File: src/rtl/instr_fetch_unit.sv
// instr_fetch_unit
// Instruction sequencer: holds the program counter, drives the instruction ROM
// address, registers the fetched word for the control decoder, redirects on
// taken branches and halts on the done opcode.
//
// Optional feature macro: FETCH_RETIRE_COUNT_EN
//   When defined, adds a saturating 16-bit retired-instruction counter.
//
// Ports:
//   clk          system clock, all state on rising edge
//   reset        synchronous active-high reset
//   start        one-cycle pulse, begins execution from START_ADDR (IDLE/HALT)
//   stall        hold all fetch state this cycle
//   branch_taken branch condition true for the word currently on instr
//   imem_addr    instruction ROM address (= pc)
//   imem_rdata   ROM word at imem_addr (combinational read)
//   instr        registered word to Control; opcode instr[8:5]
//   instr_pc     address instr was fetched from
//   instr_valid  instr is live and must execute
//   busy         high in RUN
//   done         high in HALT
//   retire_count (FETCH_RETIRE_COUNT_EN only) words executed since start
//
// State table:
//   state  | meaning
//   S_IDLE | waiting for start after reset
//   S_RUN  | fetching and presenting instructions
//   S_HALT | done opcode executed, waiting for a restart
module instr_fetch_unit #(
  parameter int          PC_WIDTH    = 10,
  parameter int          INSTR_WIDTH = 9,
  parameter int unsigned START_ADDR  = 0
) (
  input  logic                   clk,
  input  logic                   reset,
  input  logic                   start,
  input  logic                   stall,
  input  logic                   branch_taken,
  output logic [PC_WIDTH-1:0]    imem_addr,
  input  logic [INSTR_WIDTH-1:0] imem_rdata,
  output logic [INSTR_WIDTH-1:0] instr,
  output logic [PC_WIDTH-1:0]    instr_pc,
  output logic                   instr_valid,
  output logic                   busy,
  output logic                   done
`ifdef FETCH_RETIRE_COUNT_EN
  ,
  output logic [15:0]            retire_count
`endif
);

  typedef enum logic [1:0] {
    S_IDLE = 2'd0,
    S_RUN  = 2'd1,
    S_HALT = 2'd2
  } state_t;

  localparam logic [PC_WIDTH-1:0] START_PC = PC_WIDTH'(START_ADDR);

  state_t              state;
  logic [PC_WIDTH-1:0] pc;
  logic [3:0]          opcode;
  logic [PC_WIDTH-1:0] br_off;
  logic [PC_WIDTH-1:0] br_target;
  logic                do_halt;
  logic                do_branch;

  assign imem_addr = pc;
  assign opcode    = instr[INSTR_WIDTH-1 -: 4];
  // 5-bit two's-complement offset, sign-extended; the add wraps mod 2^PC_WIDTH
  assign br_off    = {{(PC_WIDTH-5){instr[4]}}, instr[4:0]};
  assign br_target = instr_pc + br_off;
  // Only a live word can halt or redirect; halt and branch opcodes are disjoint
  assign do_halt   = instr_valid && (opcode == 4'b1111);
  assign do_branch = instr_valid && branch_taken &&
                     ((opcode == 4'b0001) || (opcode == 4'b0010) || (opcode == 4'b0011));

  always_ff @(posedge clk) begin
    if (reset) begin
      state        <= S_IDLE;
      pc           <= START_PC;
      instr        <= '0;
      instr_pc     <= '0;
      instr_valid  <= 1'b0;
      busy         <= 1'b0;
      done         <= 1'b0;
`ifdef FETCH_RETIRE_COUNT_EN
      retire_count <= '0;
`endif
    end else begin
      case (state)
        S_IDLE, S_HALT: begin
          if (start) begin
            state        <= S_RUN;
            pc           <= START_PC;
            instr_valid  <= 1'b0;
            busy         <= 1'b1;
            done         <= 1'b0;
`ifdef FETCH_RETIRE_COUNT_EN
            retire_count <= '0;
`endif
          end
        end
        S_RUN: begin
          if (!stall) begin
`ifdef FETCH_RETIRE_COUNT_EN
            if (instr_valid && (retire_count != 16'hFFFF))
              retire_count <= retire_count + 16'd1;
`endif
            if (do_halt) begin
              state       <= S_HALT;
              instr_valid <= 1'b0;
              busy        <= 1'b0;
              done        <= 1'b1;
            end else begin
              instr    <= imem_rdata;
              instr_pc <= pc;
              if (do_branch) begin
                // The sequential word captured this cycle becomes a bubble
                pc          <= br_target;
                instr_valid <= 1'b0;
              end else begin
                pc          <= pc + 1'b1;
                instr_valid <= 1'b1;
              end
            end
          end
        end
        default: begin
          state <= S_IDLE;
          busy  <= 1'b0;
          done  <= 1'b0;
        end
      endcase
    end
  end

endmodule

File: config.mk
export PLATFORM = sky130hd
export DESIGN_NAME = instr_fetch_unit
export DESIGN_NICKNAME = d
export VERILOG_FILES = /design/src/rtl/instr_fetch_unit.sv
export SDC_FILE = /design/constraint.sdc
export NUM_CORES = 1
export LEC_CHECK = 0
export CAP_MARGIN = 20
export CORE_ASPECT_RATIO = 1.25
export CORE_UTILIZATION = 30
export CTS_CLUSTER_SIZE = 10
export DETAILED_ROUTE_END_ITERATION = 6
export DONT_BUFFER_PORTS = 1
export PLACE_DENSITY = 0.46
export SLEW_MARGIN = 10
export SYNTH_ARGS = -nofsm -noshare
export SYNTH_HDL_FRONTEND = slang
export SYNTH_SLANG_ARGS = --single-unit
File: constraint.sdc
create_clock -name clk -period 2.8 [get_ports clk]
set_clock_uncertainty 0.2 [all_clocks]
set_input_delay 0.28 -clock clk [delete_from_list [all_inputs] [get_ports clk]]
set_output_delay 0.28 -clock clk [all_outputs]
set_load 0.02 [all_outputs]
# [After elaboration in Yosys (flattened, before gate mapping)]
# Index checks and enable logic that the tools add are counted.
[op_classes] n_eq_ne=10 addsub=2 bitwise=2 n_reduce_logical=12 mux=21
[op_table] operator="10-bit two-way mux" n=4
[op_table] operator="10-bit case mux with 2 select lines" n=1
[op_table] operator="10-bit by 1-bit adder with 10-bit output (second input constant)" n=1
[op_table] operator="10-bit adder" n=1
[op_table] operator="1-bit two-way mux" n=9
[op_table] operator="3-bit AND reduction" n=3
[op_table] operator="4-bit by 2-bit equality test with 1-bit output (second input constant)" n=2
[op_table] operator="2-bit != test (second input constant)" n=4
[op_table] operator="2-bit two-way mux" n=3
[op_table] operator="1-bit case mux with 2 select lines" n=3
[op_table] operator="4-bit by 1-bit equality test with 1-bit output (second input constant)" n=1
[op_table] operator="4-bit equality test (second input constant)" n=1
[op_table] operator="2-bit case mux with 2 select lines" n=1
[op_table] operator="4-bit AND reduction" n=1
[op_table] operator="1-bit logical AND" n=3
[op_table] operator="2-bit by 1-bit equality test with 1-bit output (second input constant)" n=1
[op_table] operator="2-bit equality test (second input constant)" n=1
[op_table] operator="2-bit zero test" n=1
[op_table] operator="1-bit logical OR" n=2
[op_table] operator="1-bit inverter" n=2
[op_table] operator="2-bit nonzero test" n=1
[op_table] operator="2-bit OR reduction" n=1
[totals] inputBits=14 regBits=34 word_cells=54

# [Longest topological paths before layout]
[depth] depth_word=8 mapped_depth=8 depth_no_buf=8

# [Least setup slack after synthesis]
# No wires, ideal clock.
[synth_path] path_kind="register -> register" startpoint="reg instr_pc[0]" endpoint="reg pc[6], in the netlist imem_addr[6]" period_less_slack_ns=2.312 slack_ns=0.488 arrival_ns=2.038 setup_ns=0.074 path_buffers=0 required_time_ns=2.526 stages_incl_launch_ff=9 path_cell_list="dfxtp_1 ha_1 inv_1 fa_1 nor2b_1 o31a_1 o21ai_0 a2111o_1 a31oi_1"
[synth_via] elab_chain_len=5
[synth_rtl] element="start: declaration" line_no="42" rtl="output logic [PC_WIDTH-1:0] instr_pc,"
[synth_rtl] element="start signal: assignment" line_no="117" rtl="instr_pc <= pc;"
[synth_rtl] element="10-bit adder" line_no="72" rtl="assign br_target = instr_pc + br_off;"
[synth_rtl] element="10-bit two-way mux" line_no="118" rtl="if (do_branch) begin"
[synth_rtl] element="10-bit two-way mux" line_no="110" rtl="if (do_halt) begin"
[synth_rtl] element="10-bit two-way mux" line_no="105" rtl="if (!stall) begin"
[synth_rtl] element="10-bit case mux with 2 select lines" line_no="91" rtl="case (state)"
[synth_rtl] element="end signal: assignment" line_no="120" rtl="pc <= br_target;"
[synth_rtl] element="end signal: assignment" line_no="123" rtl="pc <= pc + 1'b1;"
[synth_rtl] element="end: declaration" line_no="61" rtl="logic [PC_WIDTH-1:0] pc;"
# No other way between the ends. The select of a mux whose other input is x is not followed.
# A chain may end at the register's enable or synchronous reset.

# [Worst setup path after layout]
[layout_path] startpoint="reg instr[1]" endpoint="reg pc[6], in the netlist imem_addr[6]"
[layout_via] elab_chain_len=5
[layout_rtl] element="start: declaration" line_no="41" rtl="output logic [INSTR_WIDTH-1:0] instr,"
[layout_rtl] element="start signal: assignment" line_no="116" rtl="instr <= imem_rdata;"
[layout_rtl] element="10-bit adder" line_no="72"
[layout_rtl] element="10-bit two-way mux" line_no="118"
[layout_rtl] element="10-bit two-way mux" line_no="110"
[layout_rtl] element="10-bit two-way mux" line_no="105"
[layout_rtl] element="10-bit case mux with 2 select lines" line_no="91"
# No other way between the ends. The select of a mux whose other input is x is not followed.

==> flow_metrics.tcl <==
set metrics [dict create \
    slowest_delay_ps 490 \
    hold_path_class "in2reg" \
    cts-htree-levels 2 \
    p_clk_share_pct 37.2 \
    diodes 0 \
    hold_buffers 13 \
    cap_violations 0 \
    p_comb_share_pct 10.1 \
    wl_mm 5.57 \
    p_sw_mw 0.262 \
    ys_warn_count 0 \
    power_density_nw_per_um2 420 \
    worst-path-max-fanout 4 \
    synth-seq-cells 33 \
    slew_viol_final 0 \
    min_period_over_period_pct 87.2 \
    drt_iter0_markers 90 \
    cp-end-kind "flop" \
    area_growth_syn_to_layout_pct 17.2 \
    required_ps 2810 \
    ys_types 51 \
    power_mw 0.953 \
    grt-ovfl-total 0 \
    intPower_mw 0.691 \
    final_area_sq_um 2270 \
    num_vias 1885 \
    die_area_sq_um 6780 \
    critPathLaunchType "flop" \
    setup-violations-final 0 \
    place.gp.congestion 0.816 \
    drtAntennaViolNets 0 \
    fmax_mhz 410 \
    p_seq_share_pct 52.7 \
    numCtsBuffers 5 \
    worst_pin_slew_ps 502 \
    clockRootBuffer "clkbuf_8" \
    avgSynthCellArea_sq_um 7.75 \
    p_leak_nw 0.795 \
    post-route-util_pct 36.6 \
    start_util_pct 31.2 \
    fp.dieH_um 91.8 \
    sw_frac_of_total_pct 27.5 \
    hpwl_mm 3.88 \
    core_region_area_sq_um 6210 \
    cts.sink_count 33 \
    rsz0062_at_grt "false" \
    grt_antenna_before_repair 0 \
    path_class "reg2reg" \
    path_delay_family "compound AO/OA/AOI/OAI gates" \
    layout-drive-gt1-share_pct 7.52 \
    ys_async_sr_fraction_pct 0 \
    cts_tree "yes" \
    fin_tns_setup_ps 0 \
    num-nets-final 290 \
    rows 32 \
    final_cell_mix "50 x nand2_1, 33 x dfxtp_1, 29 x a21oi_1" \
    ir_drop_uv 188 \
    netlist_instances 250 \
    wl_per_cell_um 15.9 \
    grtUsageTotal_pct 17.8 \
    path_clk_slew_ps 70 \
    grt_first_pass_wirelength_mm 9.24 \
    drcViolationCount 0 \
    holdWs_ps 20.4 \
    port_buffers 0 \
    die_w_um 73.9 \
    synth-seq-area-share_pct 34.1 \
    clk_latency_ps 280 \
    crit_buf_inv 1 \
    grt_pass1_vias 1887 \
    first_pass_iters 5 \
    worstPathCellList "inv_1 > fa_1 > nor2b_1 > o31a_1 > o21ai_0 > a2111o_1 > a31oi_1" \
    place_area_sq_um 2050 \
    crit_path_top_delay_cell "dfxtp_1" \
    clock_path_buffers 2 \
    hold_viol 0 \
    synthesis.area_sq_um 1940 \
    fin_crit_ps 2440 \
    synth-main-ff-cell "dfxtp_1" \
    final_common_cell "nand2_1" \
    outcome "finished clean" \
    max-slew-margin-rel_pct 66.5 \
    crit_arrival_ps 2450 \
    ios 46 \
    synth-edff-count 0 \
    grt_start_max_net_pins 33 \
    cts_setup_buffers 0 \
    vias_per_cell 5.37 \
    cts_resized 0 \
    syn_nets 275 \
]
## path summary, 6_finish.rpt
check                           cells past startpoint  slack [ps]      endpoint         from
worst max-delay path                                7         360  imem_addr[6]     instr[1]
worst min-delay path                                3          20   instr_valid        start
worst max register to register                      7         360  imem_addr[6]     instr[1]
worst min register to register                      2         380   instr_pc[3]  instr_pc[3]
## area by class of cell
class / count / area, sq um
clock inverter: 2 / 10.0
tap: 85 / 106
sequential: 33 / 661
inverter: 8 / 30.0
multi-input combinational: 196 / 1190
fill: 672 / 3940
timing repair buffer: 21 / 200
clock buffer: 6 / 72.6
## layer usage
layer,GRT usage [%],wire (um)
met1,20.3,2400
met2,31.2,2740
met3,4.62,314
met4,6.25,107
met5,0,0
## through the flow
stage	setup slack [ps]	instances
detailed placement	387	330
floorplan	488	250
finish	359	351
CTS	352	351
global route	238	351
global placement	423	330
## state kept, by name, indices dropped and copies added, names as in the netlist
signal and flops:
state 1, instr 9, done 1, instr_pc 10
imem_addr 10, instr_valid 1, busy 1
## cell families after synthesis
kind of cell	after synthesis	synth area share [%]
buffers and inverters	21	4.46
flip-flops	33	34.1
adder cells (fa/ha/maj)	11	7.49
XOR/XNOR	4	1.81
multiplexers	2	1.03
AND/OR/NAND/NOR	104	26.2
AO/OA/AOI/OAI	75	24.9
## synthesized netlist by cell type, types with 5 or more instances
cell type | n | area share, %
a31oi_1 | 6 | 1.9
ha_1 | 10 | 6.5
dfxtp_1 | 33 | 34
nor3_1 | 5 | 1.3
nor2_1 | 11 | 2.1
o21ai_0 | 12 | 3.1
clkbuf_1 | 7 | 1.4
nand3_1 | 10 | 2.6
buf_2 | 6 | 1.6
a21oi_1 | 29 | 7.5
nand2_1 | 50 | 9.7
inv_1 | 8 | 1.6
## power groups by stage
stage	registers, mW	clock network (mW)	logic (mW)
finish	0.502	0.355	0.0960
global route	0.504	0.383	0.107
CTS	0.502	0.369	0.0968
detailed placement	0.514	0	0.0721
global placement	0.513	0	0.0720
floorplan	0.508	0	0.0629
## tightest hold or removal path, delay by kind of cell
kind,cells,cell delay [ps]
AOI/OAI and AO/OA,1,110
and+or+nand+nor,2,80
(Power assumes the default switching activity.)
